[src/rtl/friet_c_stream_buffer_out.sv]
// rtl/friet_c_stream_buffer_out.sv - splits wide data blocks into narrow output words
//
// Purpose: accepts one DIN_WIDTH-bit block carrying 0..2**DIN_SIZE_WIDTH valid
// bytes and replays it as a sequence of DOUT_WIDTH-bit words, byte 0 first.
// The next block is accepted in the same cycle the final word is consumed, so
// consecutive blocks stream without idle cycles.
//
// Ports:
//   clk, rst      clock, synchronous active-high reset
//   din           input block, byte 0 at bits [7:0]
//   din_size      valid bytes in din (values above the block size are clamped)
//   din_last      block ends the message
//   din_valid     input handshake (valid)
//   din_ready     input handshake (ready)
//   dout          output word, byte 0 at bits [7:0], unused bytes zeroed
//   dout_size     valid bytes in dout
//   dout_last     final word of the message
//   dout_valid    output handshake (valid)
//   dout_ready    output handshake (ready)
//   buffer_empty  no block currently held
module friet_c_stream_buffer_out #(
  parameter int DIN_WIDTH       = 128,
  parameter int DIN_SIZE_WIDTH  = 4,
  parameter int DOUT_WIDTH      = 32,
  parameter int DOUT_SIZE_WIDTH = 2
) (
  input  logic                       clk,
  input  logic                       rst,
  input  logic [DIN_WIDTH-1:0]       din,
  input  logic [DIN_SIZE_WIDTH:0]    din_size,
  input  logic                       din_last,
  input  logic                       din_valid,
  output logic                       din_ready,
  output logic [DOUT_WIDTH-1:0]      dout,
  output logic [DOUT_SIZE_WIDTH:0]   dout_size,
  output logic                       dout_last,
  output logic                       dout_valid,
  input  logic                       dout_ready,
  output logic                       buffer_empty
);

  localparam int RW = DIN_SIZE_WIDTH + 1;
  localparam int SW = DOUT_SIZE_WIDTH + 1;
  localparam int OUT_BYTES = 1 << DOUT_SIZE_WIDTH;

  localparam logic [RW-1:0] MAX_IN_BYTES  = RW'(1 << DIN_SIZE_WIDTH);
  localparam logic [RW-1:0] OUT_BYTES_REM = RW'(OUT_BYTES);
  localparam logic [SW-1:0] OUT_BYTES_SZ  = SW'(OUT_BYTES);

  logic [DIN_WIDTH-1:0] data_q;
  logic [RW-1:0]        rem_q;
  logic                 last_q;
  logic                 active_q;

  logic                 final_word;
  logic                 din_fire;
  logic                 dout_fire;
  logic [RW-1:0]        in_size;

  // The word on dout is the last one of the held block when no more than one
  // word's worth of bytes remains.
  assign final_word = (rem_q <= OUT_BYTES_REM);

  // Only the final word frees the buffer, so a new block may be taken while
  // idle or in the very cycle the final word leaves.
  assign din_ready = ~rst & (~active_q | (dout_ready & final_word));
  assign din_fire  = din_valid & din_ready;
  assign dout_fire = active_q & dout_ready & ~rst;

  assign in_size = (din_size > MAX_IN_BYTES) ? MAX_IN_BYTES : din_size;

  assign dout_valid   = active_q;
  assign buffer_empty = ~active_q;
  assign dout_size    = final_word ? rem_q[SW-1:0] : OUT_BYTES_SZ;
  assign dout_last    = last_q & final_word;

  // Bytes beyond dout_size are zeroed so a short final word never exposes
  // stale or padding bytes of the block.
  for (genvar i = 0; i < OUT_BYTES; i++) begin : g_mask
    assign dout[i*8 +: 8] = (dout_size > SW'(i)) ? data_q[i*8 +: 8] : 8'h00;
  end

  always_ff @(posedge clk) begin
    if (rst) begin
      data_q   <= '0;
      rem_q    <= '0;
      last_q   <= 1'b0;
      active_q <= 1'b0;
    end else if (din_fire) begin
      // An empty non-final block carries nothing; drop it. An empty final
      // block still emits a single zero-size word to mark end of message.
      if ((in_size == '0) && !din_last) begin
        rem_q    <= '0;
        last_q   <= 1'b0;
        active_q <= 1'b0;
      end else begin
        data_q   <= din;
        rem_q    <= in_size;
        last_q   <= din_last;
        active_q <= 1'b1;
      end
    end else if (dout_fire) begin
      if (final_word) begin
        rem_q    <= '0;
        last_q   <= 1'b0;
        active_q <= 1'b0;
      end else begin
        data_q <= data_q >> DOUT_WIDTH;
        rem_q  <= rem_q - OUT_BYTES_REM;
      end
    end
  end

endmodule

[config.mk]
export PLATFORM = sky130hd
export DESIGN_NAME = friet_c_stream_buffer_out
export DESIGN_NICKNAME = d
export VERILOG_FILES = /design/src/rtl/friet_c_stream_buffer_out.sv
export SDC_FILE = /design/constraint.sdc
export NUM_CORES = 1
export LEC_CHECK = 0
export BUFFER_PORTS_ARGS = -buffer_cell sky130_fd_sc_hd__buf_2
export CAP_MARGIN = 25
export CORE_MARGIN = 5
export CORE_UTILIZATION = 47
export CTS_CLUSTER_DIAMETER = 40
export DETAILED_ROUTE_END_ITERATION = 6
export PLACE_DENSITY = 0.77
export SKIP_CTS_REPAIR_TIMING = 1
export SYNTH_ARGS = -nofsm -noshare
export SYNTH_HDL_FRONTEND = slang
export SYNTH_SLANG_ARGS = --single-unit
[constraint.sdc]
create_clock -name clk -period 2.2 [get_ports clk]
set_input_delay 0.22 -clock clk [delete_from_list [all_inputs] [get_ports clk]]
set_output_delay 0.22 -clock clk [all_outputs]
set_load 0.005 [all_outputs]
After elaboration in Yosys (flattened, before gate mapping). Cells that the tools add are included. Widths: inputs -> output; s select.

Bits in registers: 135. Latch bits: 0. RAM bits: 0. Memory bits (read-only): 0. Bits of input ports: 138. Output and inout bits: 39. Word-level logic and storage cells: 49. Memories kept: 0.

$add $sub $neg: 1. $mul: 0. Div/mod/pow operators: 0. $lt $le $gt $ge: 6. Equal/unequal tests: 2. Shift-type cells: 0. Multiplexer cells: 20. Bitwise operators: 9. Reduce and logical (&&, ||, !) cells: 7.

Operators by type and width (count): $mux 128 (4); $mux 8 (4); $mux 5 (5); $and 1x1->1 (6); $gt 3x1->1 const B (2); $gt 3x2->1 const B (2); $mux 1 (6); $gt 5x5->1 const B (1); $le 5x3->1 const B (1); $logic_not 5->1 (1); $sub 5x3->5 const B (1); $reduce_bool 2->1 (2); $mux 3 (1); $reduce_and 3->1 (1); $ne 2x1->1 const B (1); $ne 2x2->1 const B (1); $not 1->1 (2); $reduce_and 2->1 (1); $logic_and 1x1->1 (1); $logic_not 1->1 (1); $or 1x1->1 (1).

Depth between registers and ports, before layout. Gate-level depths: netlist of run 1.

Word-level depth: 7. Depth in mapped cells: 10.

Least setup slack after synthesis of run 1. Ideal clock, no wire load.

Kind: register -> output. Start: register rem_q[2]. End: output port dout[16]. Arrival: 2054 ps. Required time: 1980 ps. Setup slack: -74 ps. Stages on the path, launching flop included: 6. Path buffers: 0. Path through: dfxtp_1 -> ha_1 -> or3b_4 -> a211oi_1 -> a21oi_1 -> and2_1.

Word-level cells in the longest chain between the ends: 4.

RTL lines: start: declaration (RTL line 51) `logic [RW-1:0] rem_q;`; start signal: assignment (RTL line 98) `rem_q <= in_size;`; start signal: assignment (RTL line 109) `rem_q <= rem_q - OUT_BYTES_REM;`; $le 5x3->1 (RTL line 62) `assign final_word = (rem_q <= OUT_BYTES_REM);`; $mux 3 (*) (RTL line 74) `assign dout_size = final_word ? rem_q[SW-1:0] : OUT_BYTES_SZ;`; $gt 3x2->1 (*) (RTL line 80) `assign dout[i*8 +: 8] = (dout_size > SW'(i)) ? data_q[i*8 +: 8] : 8'h00;`; $mux 8 (*) (RTL line 80); end: declaration (RTL line 34) `output logic [DOUT_WIDTH-1:0] dout,`.

Every way passes the cells marked *; elsewhere a longest branch is shown, timed or not.

Worst setup path after layout of run 1.
Start: register rem_q[3]. End: register data_q[51].

Word-level cells in the longest chain between the ends: 7. Elaborated cells between the ends (all ways): 10. Classes of those cells: 1 x order compare; 2 x eq/ne; 1 x mux; 4 x bitwise; 2 x reduce/logical.

RTL lines: $le 5x3->1 (*) (RTL line 62); $and 1x1->1 (RTL line 66) `assign din_ready = ~rst & (~active_q | (dout_ready & final_word));`; $or 1x1->1 (RTL line 66); $and 1x1->1 (RTL line 66); $and 1x1->1 (RTL line 67) `assign din_fire = din_valid & din_ready;`; $ne 2x2->1 (no line), or another cell as far along; $reduce_and 3->1 (no line); end signal: assignment (RTL line 97) `data_q <= din;`; end signal: assignment (RTL line 108) `data_q <= data_q >> DOUT_WIDTH;`; end: declaration (RTL line 50) `logic [DIN_WIDTH-1:0] data_q;`.

Marked as above. A chain may end at the register's enable or synchronous reset.

==> flow_metrics.py, run 1 <==
metrics = {
    "die": {
        "die_area_sq_mm": 0.0150,
        "io_pins": 177,
        "initial_core_util_pct": 47.6,
        "die_w_microns": 123,
        "coreArea_sq_mm": 0.0125,
        "rows": 41,
        "die_y_microns": 123,
    },
    "drt": {
        "wl_met2_microns": 12500,
        "routed_wl_microns": 26900,
        "vias_per_cell": 6.20,
        "wl_met3_microns": 3050,
        "ant_nets": 0,
        "highest-signal-layer": "met5",
        "drc": 0,
        "drtIter0Drc": 1024,
        "firstDrtPassIters": 6,
        "dr_total_vias": 7271,
        "wl_per_cell_microns": 22.9,
        "wl_met1_microns": 9890,
    },
    "sta": {
        "fin_crit_sh_pct": 113,
        "hold_viol_final": 0,
        "worst_pin_slew_ns": 1.39,
        "rsz0062_at_grt": "true",
        "relSlewSlack_pct": 7.54,
        "clock_skew_ns": 0.0116,
        "slew_violations": 0,
        "period_needed_ns": 2.49,
        "fin_setup_tns_ns": -23.82,
        "max_freq_mhz": 402,
        "setup_viol": 168,
        "fin_ws_ns": -0.286,
    },
    "finish": {
        "nets": 1120,
        "fillers": 687,
        "final_cells": 1172,
        "syn_to_final_growth_pct": 68.2,
        "drive_gt1_share_pct": 56.1,
        "design_area_sq_mm": 0.0100,
    },
    "worst_setup_path": {
        "worstPathMaxFanout": 5,
        "worst_setup_path_start_kind": "register",
        "critPathMaxStageDelay_ns": 0.50,
        "critPathRequiredTime_ns": 2.50,
        "r2r-end": "data_q[51]",
        "worst-path-buf-inv": 4,
        "slowest_stage": "a2111o_1",
        "reg2reg_slack_ns": -0.29,
        "arrival_ns": 2.78,
        "cp_num_cells": 10,
        "r2r_cells": 10,
        "critPathTopFamily": "compound AO/OA/AOI/OAI gates",
        "worstSetupEndpoint": "data_q[51]",
        "crit_start": "rem_q[3]",
        "endpoint_kind": "register",
        "regToRegStartpoint": "rem_q[3]",
        "path_cells": "inv_2, ha_4, or3b_4, a2111o_1, buf_6, nand2_8, buf_12, buf_8, nand2_1, a211oi_1",
        "criticalPathCategory": "reg2reg",
    },
    "clock_network": {
        "worstSkewPairLatency_ns": 0.42,
        "clockBufferDepth": 2,
        "cts_tree": "built",
        "root_buffer": "clkbuf_16",
        "cts.htree.levels": 4,
        "numCtsBuffers": 17,
        "path_clk_slew_ns": 0.06,
        "cts.sinks": 135,
    },
    "grt": {
        "grt_pass1_vias": 5234,
        "grt_pass1_wl_microns": 25900,
        "globalRouteOverflowTotal": 0,
        "grt_max_degree": 90,
        "antenna_found_initial": 4,
        "grt_use_total_pct": 21.8,
    },
    "place": {
        "gp_congestion": 0.976,
        "dp_hpwl_microns": 11600,
        "placed_cells": 1088,
        "port_buffers": 176,
        "pre_cts_ws_ns": -0.0247,
        "dpl_cell_area_sq_mm": 0.00717,
    },
    "power": {
        "p_per_area_mw_per_mm2": 752,
        "p_total_mw": 7.54,
        "leakage_nw": 3.85,
        "ir_drop_uv": 601,
    },
    "logic_synthesis": {
        "syn_area_sq_mm": 0.00596,
        "yosysTopAreaCell": "dfxtp_1",
        "syn_inst": 780,
        "synth.distinct_cells": 33,
        "ys_seq_area_share_pct": 45.3,
        "synth_seq_cells": 135,
        "netlist.area_leader.share_pct": 45.3,
        "synth_area_leaders": "dfxtp_1, a211oi_1, a21oi_1",
        "syn_area_per_cell_sq_um": 7.64,
        "ys_warn_count": 0,
        "synth_nets": 920,
    },
    "run": {
        "cap_viol_max_count": 0,
    },
    "outcome": {
        "status": "finished, violations left",
        "violations": "setup timing",
    },
    "hold_path": {
        "hold_class": "in2reg",
    },
}
[metrics by stage]
stage                     hold WS [ns]  utilization (%)
after CTS                       0.0408             62.1
final                           0.0425             80.1
after detailed placement         0.449             57.3
after floorplan                  0.330                -
after global placement           0.443             57.3
after global routing            0.0365             80.1
[state kept, by name (all words and copies together), names as in the netlist]
signal / cells
last_q: 1
rem_q: 5
data_q: 128
dout_valid: 1
[cell usage in the layout (no fill, tap or decap), types with 8 or more instances in the layout]
cell	count
buf_2	171
dfxtp_1	133
nor2_1	102
nand2_1	86
a21oi_2	81
a211oi_2	77
a21oi_1	37
nand2_2	33
clkbuf_16	30
buf_4	22
a211oi_1	19
nand3_4	18
nor2b_1	17
nand2_4	17
buf_6	17
buf_12	16
a21oi_4	14
nand3_2	14
and2_4	8
[worst min-delay path by stage]
stage                     start     endpoint  slack, ns  cells past startpoint
global route        din_size[1]     rem_q[1]       0.04                      2
CTS                 din_size[0]     rem_q[0]       0.04                      2
detailed placement  data_q[118]  data_q[118]       0.45                      2
finish              din_size[1]     rem_q[1]       0.04                      2
floorplan           din_size[4]     rem_q[2]       0.33                      1
global placement     data_q[97]   data_q[97]       0.44                      2
[kinds of logic after synthesis]
logic type                 after synthesis  synth area share, %
AOI/OAI and AO/OA                      249                 25.9
DFF                                    135                 45.3
adders and majority gates                2                0.420
and+or+nand+nor                        316                 22.5
buffers and inverters                   77                 5.67
xor gates and xnor gates                 1                0.147
[report_power, final]
group | internal, mW | switching, mW
Sequential | 2.61 | 0.136
Clock | 1.82 | 1.11
Combinational | 0.805 | 1.06
[Yosys cell counts (all sizes together)]
| cell type | instances |
|---|---|
| dfxtp | 135 |
| nor4 | 1 |
| a22o | 3 |
| a211oi | 97 |
| o22ai | 1 |
| a32oi | 1 |
| nor2b | 20 |
| nand2b | 1 |
| and2b | 4 |
| nor3 | 3 |
| nor2 | 103 |
| nand3 | 32 |
| inv | 7 |
| a21oi | 132 |
| a2111oi | 2 |
| ha | 2 |
| nand2 | 137 |
| xnor2 | 1 |
| clkbuf | 36 |
| o21ai | 7 |
| or3b | 1 |
| o32ai | 2 |
| buf | 34 |
| a311oi | 1 |
| a32o | 1 |
| a21o | 1 |
| and2 | 12 |
| a2111o | 1 |
| or2 | 2 |
[routing by layer]
layer	vias to the layer above	track usage, %
met4	2	7.91
met5	-	0
met2	596	31.3
li1	3125	-
met3	138	5.44
met1	3410	31.7
[area by class of cell]
type / count / area (sq um) / share of cell area, %
well taps: 172 / 215 / 2.15
repair buffers: 246 / 2000 / 19.9
inverters: 7 / 26.3 / 0.262
diodes: 7 / 17.5 / 0.175
clock inverters: 7 / 91.3 / 0.911
flip-flops and latches: 135 / 2710 / 27.0
multi-input cells: 573 / 4470 / 44.5
clock buffers: 25 / 505 / 5.04
[worst reg2reg max path, stage by stage, from the launching register on]
cell and delay [ns]:
dfxtp_2 0.33, inv_2 0.08, ha_4 0.13, or3b_4 0.41, a2111o_1 0.50, buf_6 0.18
nand2_8 0.11, buf_12 0.15, buf_8 0.14, nand2_1 0.08, a211oi_1 0.27
Power figures use the tool's default switching activity.
==> inputs of run 2 (changes only) <==
==> config.mk (replaced) <==
export PLATFORM = sky130hd
export DESIGN_NAME = friet_c_stream_buffer_out
export DESIGN_NICKNAME = d
export VERILOG_FILES = /design/src/rtl/friet_c_stream_buffer_out.sv
export SDC_FILE = /design/constraint.sdc
export NUM_CORES = 1
export LEC_CHECK = 0
export CAP_MARGIN = 25
export CORE_UTILIZATION = 56
export CTS_CLUSTER_DIAMETER = 40
export DETAILED_ROUTE_END_ITERATION = 6
export DONT_BUFFER_PORTS = 1
export HOLD_SLACK_MARGIN = 0.06
export PLACE_DENSITY = 0.74
export SKIP_CTS_REPAIR_TIMING = 1
export SYNTH_ARGS = -nofsm -noshare
export SYNTH_HDL_FRONTEND = slang
export SYNTH_SLANG_ARGS = --single-unit
==> run 2 against run 1 <==
Effect of this change: the flow finishes with violations (hold timing, setup timing); clock skew shrank 0.0048 ns; non-clock buffer count shrank 171; critical path type unchanged; cell area shrank 13%; final cell count shrank 19%; first-iteration DRC count shrank 30%; maximum frequency grew 3.8%; largest cell class unchanged; clock power shrank 2%; sequential share of layout area grew 4.0 points; global-route usage grew 6.9 points; highest routed layer is now met4; die area shrank 26%; critical path depth shrank 2; combinational power shrank 21%.
==> flow_metrics.py, run 2 (same netlist as run 1, synthesis figures left out) <==
metrics = {
    "drt": {
        "drtIter0Drc": 721,
        "dr_total_vias": 6096,
        "drc": 0,
        "vias_per_cell": 6.40,
        "wl_per_cell_microns": 22.1,
        "firstDrtPassIters": 5,
        "ant_nets": 0,
        "routed_wl_microns": 21000,
    },
    "worst_setup_path": {
        "endpoint_kind": "register",
        "worst_setup_path_start_kind": "register",
        "criticalPathCategory": "reg2reg",
        "r2r-end": "data_q[48]",
        "critPathRequiredTime_ns": 2.60,
        "worstPathMaxFanout": 15,
        "r2r_cells": 8,
        "arrival_ns": 2.79,
        "regToRegStartpoint": "rem_q[3]",
        "reg2reg_slack_ns": -0.20,
    },
    "sta": {
        "fin_ws_ns": -0.196,
        "worst_pin_slew_ns": 0.555,
        "setup_viol": 146,
        "relSlewSlack_pct": 62.8,
        "period_needed_ns": 2.40,
        "slew_violations": 0,
        "fin_crit_sh_pct": 109,
        "hold_viol_final": 135,
        "rsz0062_at_grt": "true",
        "fin_hold_ws_ns": -0.216,
        "clock_skew_ns": 0.00680,
        "max_freq_mhz": 417,
        "fin_setup_tns_ns": -10.78,
    },
    "die": {
        "die_area_sq_mm": 0.0111,
        "die_w_microns": 105,
        "io_pins": 177,
        "rows": 37,
        "initial_core_util_pct": 57.8,
        "die_y_microns": 105,
        "coreArea_sq_mm": 0.0103,
    },
    "clock_network": {
        "root_buffer": "clkbuf_8",
        "numCtsBuffers": 17,
        "cts.sinks": 135,
        "cts.htree.levels": 4,
        "path_clk_slew_ns": 0.06,
        "clockBufferDepth": 2,
        "worstSkewPairLatency_ns": 0.53,
        "cts_tree": "built",
    },
    "hold_path": {
        "worstHoldEndpoint": "data_q[27]",
        "min_path_cells": 1,
        "hold_class": "in2reg",
        "hold_start": "rst",
    },
    "finish": {
        "diodes": 0,
        "final_common_cell": "dfxtp_1",
        "final_cell_mix": "dfxtp_1, nand2_1, nor2_1",
        "drive_gt1_share_pct": 40.5,
        "syn_to_final_growth_pct": 46.4,
        "top_regs": "data_q (128), rem_q (5)",
        "final_cells": 953,
        "regMostFlops": "data_q",
        "nets": 945,
        "largest_reg_flops": 128,
    },
    "grt": {
        "grt_pass1_wl_microns": 25200,
        "globalRouteOverflowTotal": 0,
        "antenna_found_initial": 0,
        "grt_max_degree": 138,
        "grt_use_total_pct": 28.7,
        "grt_pass1_vias": 4936,
    },
    "place": {
        "gp_congestion": 0.877,
        "dp_hpwl_microns": 10700,
        "placed_cells": 874,
        "port_buffers": 0,
    },
    "power": {
        "p_sw_share_pct": 28.8,
        "p_sw_mw": 2.04,
        "leakage_nw": 2.99,
        "combPwrFrac_pct": 20.8,
        "p_per_area_mw_per_mm2": 811,
        "p_int_mw": 5.04,
        "seqPwrFrac_pct": 38.6,
        "ir_drop_uv": 437,
        "power.share.clock_pct": 40.6,
    },
    "outcome": {
        "status": "finished, violations left",
        "violations": "hold timing, setup timing",
    },
    "run": {
        "cap_viol_max_count": 0,
    },
}
run 2: cell count changes in the layout (fill, tap and decap cells not counted), moves of 6 or more:
cell / change
a211oi_1: +23
diode_2: -7
nand3_1: +6
nand3_4: -6
dlygate4sd3_1: +6
nand2_1: +22
buf_2: -171
a211oi_2: -23
nand2_2: -15
run 2: critical path: stages (launching register included):
cell      delay [ns]
dfxtp_2         0.32
inv_2           0.07
ha_4            0.12
or3b_4          0.41
a2111o_1        0.50
and2_4          0.28
buf_6           0.20
a21oi_1         0.24
a211oi_1        0.12
run 2: worst max-delay path by stage:
stage	startpoint	endpoint	slack, ns	depth (start not counted)
after floorplan	rem_q[3]	data_q[10]	0.01	10
after global placement	rem_q[3]	data_q[31]	-0.02	8
after detailed placement	rem_q[3]	data_q[65]	-0.01	8
after CTS	rem_q[3]	dout[0]	-0.23	6
after global routing	rem_q[3]	data_q[20]	-0.26	8
final	rem_q[3]	data_q[48]	-0.20	8
run 2: cell type report:
| type | count | area, sq um |
|---|---|---|
| Clock buffer | 19 | 442 |
| Clock inverter | 12 | 151 |
| Fill cell | 537 | 1600 |
| Inverter | 7 | 26.3 |
| Multi-Input combinational cell | 569 | 4170 |
| Sequential cell | 135 | 2710 |
| Tap cell | 136 | 170 |
| Timing Repair Buffer | 75 | 1060 |
run 2: layer usage:
metal	part of all wire (%)	vias up	global-route usage [%]
met5	0	-	0
met4	2.3	0	9.46
met3	7.6	47	7.92
met1	41	2952	41.3
li1	-	2762	-
met2	49	335	41.1
run 2: power by group through the flow:
stage | Combinational (mW) | Clock (mW) | Sequential [mW]
finish | 1.47 | 2.87 | 2.73
global route | 1.56 | 3.00 | 2.74
CTS | 0.845 | 2.85 | 2.70
detailed placement | 0.840 | 0 | 2.75
global placement | 0.817 | 0 | 2.75
floorplan | 0.640 | 0 | 2.72
run 2: metrics by stage:
step	setup WS [ns]	area (sq um)	total power, mW	util [%]
floorplan	0.0122	5970	3.36	-
global placement	-0.0229	6240	3.56	60.4
detailed placement	-0.0131	6240	3.59	60.4
CTS	-0.232	6830	6.39	66.2
global route	-0.263	8730	7.30	84.5
finish	-0.196	8730	7.08	84.5
